$ cat src/rtl/quad_encoder_frontend.sv
// -----------------------------------------------------------------------------
// quad_encoder_frontend
//
// Purpose:
//   Conditions raw quadrature encoder channels and measures motor speed for
//   the downstream PID/PWM drive stage. The processing chain is:
//     1. two-flop synchroniser per channel
//     2. per-channel glitch filter (FILTER_LEN stable cycles to change)
//     3. quadrature decoder (signed position, direction, illegal-step flag)
//     4. period counter between filtered A rising edges, with stall detection
//   All outputs are registered.
//
// Ports:
//   clk          in   system clock
//   reset        in   asynchronous, active-high reset
//   encoder_a    in   raw encoder channel A (asynchronous)
//   encoder_b    in   raw encoder channel B (asynchronous)
//   clear_err    in   synchronous clear of illegal_err (a same-cycle set wins)
//   position     out  [POS_WIDTH-1:0] signed quadrature count, wraps
//   direction    out  [1:0] 2'b10 forward, 2'b01 reverse, 2'b00 stopped
//   period_out   out  [PERIOD_WIDTH-1:0] last A rise-to-rise period in clocks
//                     (all ones after reset or on stall)
//   period_valid out  one-cycle strobe whenever period_out is written
//   stall        out  no A rising edge within STALL_LIMIT clocks
//   illegal_err  out  sticky flag, a two-bit (skipped) transition was seen
//
// Handshake: there is no backpressure. period_valid is a pure strobe,
// high for exactly the one cycle in which period_out takes a new value;
// a consumer that is not sampling in that cycle simply misses it.
// -----------------------------------------------------------------------------
module quad_encoder_frontend #(
    parameter int unsigned FILTER_LEN   = 4,
    parameter int unsigned PERIOD_WIDTH = 16,
    parameter int unsigned POS_WIDTH    = 16,
    parameter int unsigned STALL_LIMIT  = 32'h0000_FFFF
) (
    input  logic                    clk,
    input  logic                    reset,
    input  logic                    encoder_a,
    input  logic                    encoder_b,
    input  logic                    clear_err,
    output logic [POS_WIDTH-1:0]    position,
    output logic [1:0]              direction,
    output logic [PERIOD_WIDTH-1:0] period_out,
    output logic                    period_valid,
    output logic                    stall,
    output logic                    illegal_err
);

    // Filter counter compares against FILTER_LEN-1: with the two sync
    // stages this gives a FILTER_LEN+2 clock latency from a raw change.
    localparam logic [3:0]              FILT_LAST = 4'(FILTER_LEN - 1);
    localparam logic [PERIOD_WIDTH-1:0] STALL_LIM = PERIOD_WIDTH'(STALL_LIMIT);

    localparam logic [1:0] DIR_STOP = 2'b00;
    localparam logic [1:0] DIR_REV  = 2'b01;
    localparam logic [1:0] DIR_FWD  = 2'b10;

    // Period measurement state: IDLE until the first A rise (after reset
    // or after a stall), ARMED while timing rise-to-rise intervals.
    typedef enum logic {
        MEAS_IDLE  = 1'b0,
        MEAS_ARMED = 1'b1
    } meas_state_t;

    // Channel bit order throughout: [1] = A, [0] = B.
    logic [1:0] meta_q, meta_d;
    logic [1:0] sync_q, sync_d;
    logic [1:0] filt_q, filt_d;
    logic [3:0] fcnt_q [2];
    logic [3:0] fcnt_d [2];

    logic [1:0]              prev_q, prev_d;
    logic [POS_WIDTH-1:0]    pos_q, pos_d;
    logic [1:0]              dir_q, dir_d;
    logic                    err_q, err_d;

    meas_state_t             meas_q, meas_d;
    logic [PERIOD_WIDTH-1:0] cnt_q, cnt_d;
    logic [PERIOD_WIDTH-1:0] per_q, per_d;
    logic                    valid_q, valid_d;
    logic                    stall_q, stall_d;

    logic [1:0]              cur;
    logic                    step_fwd;
    logic                    step_rev;
    logic                    step_bad;
    logic                    a_rise;
    logic [PERIOD_WIDTH-1:0] cnt_plus1;

    // -------------------------------------------------------------------------
    // Synchroniser and glitch filter
    // -------------------------------------------------------------------------
    always_comb begin
        meta_d = {encoder_a, encoder_b};
        sync_d = meta_q;
        filt_d = filt_q;
        for (int i = 0; i < 2; i++) begin
            // Counter runs only while the synced value disagrees with the
            // filtered one; any agreement (a glitch ending) restarts it.
            fcnt_d[i] = '0;
            if (sync_q[i] != filt_q[i]) begin
                if (fcnt_q[i] == FILT_LAST) begin
                    filt_d[i] = sync_q[i];
                end else begin
                    fcnt_d[i] = fcnt_q[i] + 4'd1;
                end
            end
        end
    end

    // -------------------------------------------------------------------------
    // Quadrature step classification
    // Forward Gray sequence is 00 -> 01 -> 11 -> 10 -> 00.
    // -------------------------------------------------------------------------
    always_comb begin
        cur      = filt_q;
        step_fwd = ((prev_q == 2'b00) && (cur == 2'b01)) ||
                   ((prev_q == 2'b01) && (cur == 2'b11)) ||
                   ((prev_q == 2'b11) && (cur == 2'b10)) ||
                   ((prev_q == 2'b10) && (cur == 2'b00));
        step_rev = ((prev_q == 2'b01) && (cur == 2'b00)) ||
                   ((prev_q == 2'b11) && (cur == 2'b01)) ||
                   ((prev_q == 2'b10) && (cur == 2'b11)) ||
                   ((prev_q == 2'b00) && (cur == 2'b10));
        step_bad = ((cur ^ prev_q) == 2'b11);
        // A rise is seen in the same cycle the decoder sees the new state.
        a_rise    = cur[1] & ~prev_q[1];
        cnt_plus1 = cnt_q + PERIOD_WIDTH'(1);
    end

    // -------------------------------------------------------------------------
    // Decoder, error flag and period measurement FSM (next-state logic)
    // -------------------------------------------------------------------------
    always_comb begin
        prev_d  = cur;
        pos_d   = pos_q;
        dir_d   = dir_q;
        err_d   = err_q;
        meas_d  = meas_q;
        cnt_d   = cnt_q;
        per_d   = per_q;
        valid_d = 1'b0;
        stall_d = stall_q;

        if (step_fwd) begin
            pos_d = pos_q + POS_WIDTH'(1);
            dir_d = DIR_FWD;
        end else if (step_rev) begin
            pos_d = pos_q - POS_WIDTH'(1);
            dir_d = DIR_REV;
        end

        // Clear first so that a simultaneous new illegal step overrides it.
        if (clear_err) begin
            err_d = 1'b0;
        end
        if (step_bad) begin
            err_d = 1'b1;
        end

        case (meas_q)
            MEAS_IDLE: begin
                // First rise only starts the timebase; no period exists yet.
                cnt_d = '0;
                if (a_rise) begin
                    meas_d  = MEAS_ARMED;
                    stall_d = 1'b0;
                end
            end
            MEAS_ARMED: begin
                if (a_rise) begin
                    // cnt counts clocks since the previous rise minus one,
                    // so rises P clocks apart report exactly P.
                    per_d   = cnt_plus1;
                    valid_d = 1'b1;
                    cnt_d   = '0;
                end else if (cnt_plus1 == STALL_LIM) begin
                    // A rise on this same clock takes the branch above.
                    meas_d  = MEAS_IDLE;
                    stall_d = 1'b1;
                    dir_d   = DIR_STOP;
                    per_d   = '1;
                    valid_d = 1'b1;
                    cnt_d   = '0;
                end else begin
                    cnt_d = cnt_plus1;
                end
            end
            default: begin
                meas_d = MEAS_IDLE;
                cnt_d  = '0;
            end
        endcase
    end

    // -------------------------------------------------------------------------
    // State registers
    // -------------------------------------------------------------------------
    always_ff @(posedge clk or posedge reset) begin
        if (reset) begin
            meta_q    <= 2'b00;
            sync_q    <= 2'b00;
            filt_q    <= 2'b00;
            fcnt_q[0] <= '0;
            fcnt_q[1] <= '0;
            prev_q    <= 2'b00;
            pos_q     <= '0;
            dir_q     <= DIR_STOP;
            err_q     <= 1'b0;
            meas_q    <= MEAS_IDLE;
            cnt_q     <= '0;
            per_q     <= '1;
            valid_q   <= 1'b0;
            stall_q   <= 1'b1;
        end else begin
            meta_q    <= meta_d;
            sync_q    <= sync_d;
            filt_q    <= filt_d;
            fcnt_q[0] <= fcnt_d[0];
            fcnt_q[1] <= fcnt_d[1];
            prev_q    <= prev_d;
            pos_q     <= pos_d;
            dir_q     <= dir_d;
            err_q     <= err_d;
            meas_q    <= meas_d;
            cnt_q     <= cnt_d;
            per_q     <= per_d;
            valid_q   <= valid_d;
            stall_q   <= stall_d;
        end
    end

    assign position     = pos_q;
    assign direction    = dir_q;
    assign period_out   = per_q;
    assign period_valid = valid_q;
    assign stall        = stall_q;
    assign illegal_err  = err_q;

endmodule

$ cat config.mk
export PLATFORM = sky130hd
export DESIGN_NAME = quad_encoder_frontend
export DESIGN_NICKNAME = d
export VERILOG_FILES = /design/src/rtl/quad_encoder_frontend.sv
export SDC_FILE = /design/constraint.sdc
export NUM_CORES = 1
export LEC_CHECK = 0
export BUFFER_PORTS_ARGS = -buffer_cell sky130_fd_sc_hd__buf_2
export CAP_MARGIN = 0
export CORE_UTILIZATION = 35
export DETAILED_ROUTE_END_ITERATION = 8
export GPL_TIMING_DRIVEN = 0
export PLACE_DENSITY = 0.59
export SLEW_MARGIN = 5
export SYNTH_ARGS = -nofsm -noshare
export SYNTH_HDL_FRONTEND = slang
export SYNTH_SLANG_ARGS = --single-unit
$ cat constraint.sdc
create_clock -name clk -period 6.15 [get_ports clk]
set_input_delay 1.23 -clock clk [delete_from_list [all_inputs] [get_ports clk]]
set_output_delay 1.23 -clock clk [all_outputs]
set_load 0.01 [all_outputs]
; Word-level counts from Yosys, hierarchy flattened
; Cells that the tools add are included.
; W data, S select, Z words.
[totals]
reg_bits = 70
input_bits = 5
out_inout_bits = 37
word_cells = 91
[classes]
n_addsub = 5
eq_ne = 15
n_mux = 29
bitwise = 4
n_reduce_logical = 23
[op_table]
columns = cell, n
row1 = $mux W16, 6
row2 = $add A16 B1 Y16 const B, 2
row3 = $pmux W16 S2, 1
row4 = $eq A16 B16 Y1 const B, 1
row5 = $mux W4, 4
row6 = $sub A16 B1 Y16 const B, 1
row7 = $mux W1, 11
row8 = $eq A2 B2 Y1 const B, 5
row9 = $mux W2, 5
row10 = $add A4 B1 Y4 const B, 2
row11 = $eq A4 B2 Y1 const B, 2
row12 = $logic_and A1 B1 Y1, 8
row13 = $logic_or A1 B1 Y1, 6
row14 = $reduce_and A2 Y1, 3
row15 = $reduce_bool A2 Y1, 3
row16 = $eq A2 B1 Y1 const B, 2
row17 = $logic_not A2 Y1, 2
row18 = $ne A2 B2 Y1 const B, 2
row19 = $pmux W1 S2, 2
row20 = $reduce_and A3 Y1, 1
row21 = $ne A1 B1 Y1, 2
row22 = $ne A2 B1 Y1 const B, 1
row23 = $not A1 Y1, 2
row24 = $xor A2 B2 Y2, 1
row25 = $and A1 B1 Y1, 1

; Depth between registers and ports, before layout
; Gate-level depths: netlist of run 1.
[logic_depth]
word_depth = 10
ltp_mapped = 10
depth_no_buf = 9

; Worst setup path after synthesis of run 1
; Ideal clock, no wire load.
[synth_timing]
kind = register to register
from = register filt_q[1], in the netlist cur[1]
to = register pos_q[14], in the netlist position[14]
setup_time_ps = 69
arrival_ps = 2872
t_required_ps = 6081
setup_slack_ps = 3209
path_stages_with_launch = 11
path_buffers = 1
synth_period_minus_slack_ps = 2941
cell_sequence = dfrtp_1 > xor2_1 > or2_2 > clkbuf_1 > ha_1 > a21oi_1 > and2_1 > a211o_1 > a31oi_1 > or4b_2 > nand3_1
[synth_via]
elab_chain_cells = 6
word_cells_on_any_way = 20
classes_between = eq/ne (3) / mux (1) / reduce/logical (16)
[synth_rtl]
columns = element, line
row1 = start: declaration, 69  ; logic [1:0] filt_q, filt_d;
row2 = start signal: assignment, 219  ; filt_q <= filt_d;
row3 = "$eq A2 B1 Y1, or another cell as far along", "118, 123"
row4 = "$logic_and A1 B1 Y1, on equally long branches", -
row5 = "$logic_or A1 B1 Y1, on equally long branches", "118, 122"
row6 = "$logic_or A1 B1 Y1, on equally long branches", "119, 123"
row7 = "$logic_or A1 B1 Y1, on equally long branches", "120, 124"
row8 = $mux W16 or $reduce_bool A2 Y1 (tied branches), -
row9 = end signal: assignment, 223  ; pos_q <= pos_d;
row10 = end: declaration, 74  ; logic [POS_WIDTH-1:0] pos_q, pos_d;
; Parallel ways exist; a longest one is shown, timed or not.
; A chain may end at the register's enable or synchronous reset.

; Final worst setup path of run 1
; Ends and elaborated chain as after synthesis.

==> flow_summary_export.csv, run 1 <==
group,metric,value,unit
timing,max_slew_margin,34.8,%
timing,tightest_slew,0.977,ns
cts,cts_tree,"yes",
drt,vias_per_cell,4.97,
global_routing,grt_pass1_wl,12.4,mm
cts,cts_buffers,9,
timing,period_needed,3.46,ns
placed_design,gp_congestion,0.793,
drt,drt.antenna.violating_nets,0,
cts,cts_sinks,70,
global_routing,overflow,0,
placed_design,post-dp-hpwl,5.20,mm
drt,vias,2659,
logic_synthesis,syn_inst,344,
logic_synthesis,yosys_register_bits,70,
cells_and_area,fill_cells,949,
drt,drc,0,
die,core,9950,µm²
critical_path,cp_cell_sequence,"xor2_1, or2_2, clkbuf_1, ha_1, a21oi_1, and2_1, a211o_1, a31oi_1, or4b_2, nand3_1",
cells_and_area,syn2layout_area_growth,16.2,%
critical_path,start_kind,"flip-flop",
run_status,status,"complete, no violations",
critical_path,cp.required,6.44,ns
logic_synthesis,async_reset_ff_share,100,%
global_routing,grt_max_degree,37,
die,die_area,10900,µm²
cells_and_area,finalNonFillerCells,535,
die,fp.dieH,104,µm
cts,cts_setup_buffers,0,
drt,first_iter_violations,107,
logic_synthesis,synthDistinctLibCells,55,
critical_path,critPathTopFamily,"simple AND/OR/NAND/NOR gates",
die,initial_core_util,36.7,%
drt,top_layer,"met4",
cts,cts_resized,0,
critical_path,critical_path_arrival,3.75,ns
cts,clk_pin_slew_worst_paths,0.08,ns
hold_path,holdCritPathClass,"reg -> reg",
drt,wl_per_cell,13.6,µm
critical_path,crit_fanout,20,
global_routing,antenna_found_initial,0,
cts,cts_hold_buf,0,
timing,skew,0.00968,ns
critical_path,setup.worst_path.class,"reg -> reg",
hold_path,whs_path_depth,0,
placed_design,dp_cells,519,
die,ios,42,
run,cap_violations,0,
timing,timing.setup.tns,0,ns
logic_synthesis,synth_top_flop_cell,"dfrtp_1",
critical_path,max_stage_delay,0.72,ns
timing,period_share,56.3,%
global_routing,first_global_vias,2622,
logic_synthesis,syn_area,3650,µm²
drt,wl_met1,3.61,mm
drt,totalWireLength,7.25,mm
logic_synthesis,synth_area_per_cell,10.6,µm²
critical_path,r2r_cells,10,
logic_synthesis,synth_nets,369,
cells_and_area,fin_nets,422,
cells_and_area,diodes,0,
critical_path,crit_buf_inv,1,
die,rows,36,
timing,setup_viol,0,
cts,clockRootBuffer,"clkbuf_8",
logic_synthesis,yosys_warnings,0,
cts,clockBufferDepth,2,
placed_design,portBuffers,41,
timing,hold_violations,0,
logic_synthesis,synth-edff-count,0,
timing,drv_slew,0,
global_routing,grt_util_all_layers,14.4,%
timing,fmax,289,MHz
die,die_w,104,µm
drt,wl_met3,195,µm
drt,drtPass1Iterations,4,
critical_path,slowest_stage,"clkbuf_1",
cells_and_area,final_core_util,42.7,%
drt,wl_met2,3.33,mm
critical_path,end_kind,"flip-flop",
cts,cts_max_level,3,
cts,clock_latency,0.35,ns
cells_and_area,drive_gt1_share,27.1,%
cells_and_area,multiInputGateArea,1770,µm²
cells_and_area,seqCellArea,1770,µm²
timing,rsz0062_at_grt,"no",
logic_synthesis,yosysSeqAreaShare,48.5,%
critical_path,cp.depth,10,
-- worst reg2reg max path, cell delays in order (launching register included) --
cell,delay (ns)
dfrtp_1,0.44
xor2_1,0.20
or2_2,0.13
clkbuf_1,0.72
ha_1,0.44
a21oi_1,0.20
and2_1,0.25
a211o_1,0.21
a31oi_1,0.12
or4b_2,0.62
nand3_1,0.08
-- metal layers --
| metal | track usage (%) | vias to the layer above |
|---|---|---|
| li1 | - | 1333 |
| met5 | 0 | - |
| met2 | 22.0 | 36 |
| met3 | 3.32 | 6 |
| met1 | 19.7 | 1284 |
| met4 | 6.12 | 0 |
-- cell type report --
cell class	count	area share [%]
tap	133	3.92
clock buffer	10	3.24
buffer	10	1.62
timing repair buffer	42	5.30
inverter	12	1.12
clock inverter	6	1.44
multi-input combinational	252	41.6
sequential	70	41.8
-- state kept, by name, summed over array words and instances, names as in the netlist --
signal        flops
period_out       16
cur               2
direction         2
illegal_err       1
meta_q            2
cnt_q            16
meas_q            1
stall             1
prev_q            2
sync_q            2
fcnt_q            8
period_valid      1
position         16
-- cells in the final DEF (no fill, tap or decap), types with 7 or more instances in the layout --
cell / n
nand2_1: 34
nand3_1: 12
clkbuf_8: 10
nor2_1: 38
buf_2: 43
o21ai_0: 14
xor2_1: 12
ha_1: 19
dfstp_2: 17
a2bb2oi_2: 9
inv_1: 11
a21oi_1: 15
a2bb2oi_1: 7
xnor2_1: 18
nor3_1: 9
dfrtp_1: 53
-- logic make-up (layout without fill, tap and decap cells) --
logic type / Yosys count / count (layout) / share of synthesized area [%]
compound gates: 71 / 71 / 15.2
xor+xnor: 30 / 30 / 7.19
fa+ha+maj: 20 / 20 / 7.05
buf+inv: 22 / 80 / 3.12
flops: 70 / 70 / 48.5
mux: 6 / 6 / 1.78
simple gates: 125 / 125 / 17.1
-- through the flow --
step                setup WS [ns]  hold slack (ns)  area (µm²)
global route                 2.41            0.354        4250
floorplan                    3.18            0.331        3650
detailed placement           2.69            0.339        4050
global placement             2.27            0.333        4030
CTS                          2.67            0.355        4250
finish                       2.69            0.346        4250
-- Yosys cell counts, types with 2 or more instances --
cell	n	area share, %
nor3b_1	3	0.62
nand3_1	12	1.6
or2_2	4	0.68
nand3b_1	2	0.41
xor2_1	12	2.9
a31oi_1	2	0.34
a2bb2oi_1	7	1.7
nor4_1	4	0.68
a21o_1	2	0.41
mux2i_1	2	0.55
nand4_1	2	0.34
and3_1	2	0.34
mux2_2	4	1.2
or4b_2	2	0.55
nor2b_1	4	0.68
a21boi_0	3	0.62
nand2_1	34	3.5
o21ai_0	14	1.9
and2_1	3	0.51
o31ai_1	3	0.62
xnor2_1	18	4.3
ha_1	19	6.5
dfrtp_1	53	36
clkbuf_1	4	0.41
dfstp_2	17	12
o31a_2	2	0.55
inv_1	12	1.2
nor2_1	38	3.9
a2bb2oi_2	9	3.7
o22ai_1	3	0.51
a21oi_1	15	2.1
buf_2	2	0.27
nor3_1	9	1.2
-- path summary, 6_finish.rpt --
kind	startpoint	endpoint	slack [ns]
min reg2reg	meta_q[0]	sync_q[0]	0.35
max	cur[1]	position[14]	2.69
max reg2reg	cur[1]	position[14]	2.69
min in group asynchronous	reset	fcnt_q[7]	0.88
max in group asynchronous	reset	period_out[1]	4.65
min	meta_q[0]	sync_q[0]	0.35
Power of run 1 is not shown: default switching activity piles up to over one toggle a cycle in this logic, so the estimate is an artifact.
==> inputs of run 2 (changes only) <==
Settings changed: PLACE_DENSITY 0.59 to 0.61.
Clock period 6.15 ns to 2.9 ns, I/O delays scaled along.
==> flow_summary_export.csv, run 2 (synthesis gave the netlist of run 1 again) <==
group,metric,value,unit
run_status,status,"complete, no violations",
timing,fmax,359,MHz
critical_path,end_kind,"flip-flop",
global_routing,grt_util_all_layers,14.4,%
global_routing,met2_usage,21.8,%
global_routing,grt.met1_usage,20.0,%
die,rows,36,
cts,cts_sinks,70,
run,cap_violations,0,
cells_and_area,fill_cells,939,
critical_path,r2r_cells,9,
drt,vias,2649,
cts,cts_buffers,9,
placed_design,portBuffers,41,
timing,skew,0.00943,ns
die,ios,42,
critical_path,timing.rr.start,"cur[1]",
cells_and_area,layout_commonest_cell,"dfrtp_1",
placed_design,dp_cells,519,
cells_and_area,final_cell_mix,"dfrtp_1 (51), buf_2 (43), nor2_1 (38)",
timing,hold_violations,0,
critical_path,start_kind,"flip-flop",
drt,first_iter_violations,111,
cts,cts_setup_buffers,0,
critical_path,critical_path_arrival,3.07,ns
critical_path,r2r-end,"position[14]",
cells_and_area,fin_nets,422,
drt,drc,0,
timing,drv_slew,0,
die,die_w,104,µm
die,die_area,10900,µm²
cts,clk_pin_slew_worst_paths,0.07,ns
critical_path,cp.required,3.18,ns
drt,vias_per_cell,4.95,
drt,totalWireLength,7.34,mm
placed_design,gp_congestion,0.794,
cts,clockBufferDepth,2,
cells_and_area,drive_gt1_share,28.9,%
timing,period_share,96.0,%
drt,wl_per_cell,13.7,µm
cells_and_area,syn2layout_area_growth,18.2,%
cells_and_area,finalNonFillerCells,535,
cts,cts_max_level,3,
global_routing,overflow,0,
placed_design,post-dp-hpwl,5.13,mm
global_routing,grt_util_met3,3.26,%
global_routing,antenna_found_initial,0,
die,fp.dieH,104,µm
global_routing,grt_pass1_wl,12.5,mm
cts,clockRootBuffer,"clkbuf_8",
timing,period_needed,2.78,ns
cts,clock_latency,0.35,ns
critical_path,crit_fanout,10,
cells_and_area,diodes,0,
timing,tightest_slew,0.505,ns
global_routing,grt-busiest-layer,"met2",
timing,max_slew_margin,66.4,%
global_routing,first_global_vias,2626,
drt,drtPass1Iterations,4,
die,core,9950,µm²
critical_path,setup.worst_path.class,"reg -> reg",
critical_path,rrSetupSlack,0.12,ns
global_routing,grt_max_degree,49,
timing,setup_viol,0,
drt,drt.antenna.violating_nets,0,
cts,cts_tree,"yes",
die,initial_core_util,36.7,%
hold_path,holdCritPathClass,"in -> async",
run 2: worst max path at each step:
| stage | end | slack (ns) | cells past startpoint | start |
|---|---|---|---|---|
| 5_1_grt | position[14] | -0.01 | 9 | cur[0] |
| 4_1_cts | position[14] | 0.04 | 9 | cur[1] |
| 3_3_place_gp | period_valid | -0.35 | 2 | reset |
| 3_5_place_dp | position[14] | -0.26 | 10 | cur[1] |
| 6_report | position[14] | 0.12 | 9 | cur[1] |
| 2_1_floorplan | position[14] | 0.07 | 10 | cur[1] |
run 2: critical path, cell delays in order, from the launching register on:
cell and delay, ns:
dfrtp_2 0.44, xor2_1 0.21, or2_4 0.34, fa_1 0.43, nand3_1 0.10, and2_2 0.21
a211o_1 0.19, a31oi_1 0.11, or4b_2 0.61, nand3_1 0.08
run 2: area by class of cell:
cell class / instances / area (µm²) / share of cell area [%]
clock buffer: 11 / 141 / 3.28
timing repair buffer: 42 / 233 / 5.39
tap: 133 / 166 / 3.86
clock inverter: 5 / 81.3 / 1.88
multi-input combinational: 253 / 1810 / 41.9
sequential: 70 / 1780 / 41.1
buffer: 9 / 65.1 / 1.51
inverter: 12 / 47.5 / 1.10
run 2: stage by stage:
step / setup WS [ns] / hold slack [ns] / util [%] / setup TNS [ns] / area, µm²
global route: -0.0115 / 0.202 / 43.4 / -0.0168 / 4320
detailed placement: -0.259 / 0.335 / 40.7 / -0.577 / 4060
finish: 0.115 / 0.189 / 43.4 / 0 / 4320
floorplan: 0.0683 / 0.331 / - / 0 / 3650
global placement: -0.355 / 0.334 / 40.4 / -18.96 / 4030
CTS: 0.0359 / 0.190 / 43.0 / 0 / 4280
run 2: layer usage:
| metal | share of wire [%] | vias up |
|---|---|---|
| met1 | 50 | 1264 |
| met4 | 1.5 | 0 |
| li1 | - | 1335 |
| met3 | 3.4 | 11 |
| met2 | 45 | 39 |
| met5 | 0 | - |
run 2: timing repair:
item                                    4_1_cts  5_1_grt
pin swaps                                     0        1
endpoints found under the setup margin        3        3
resized for setup                             1        8
hold buffers                                  0        0
gates cloned                                  0        1
Power of run 2 is left out for the same reason.
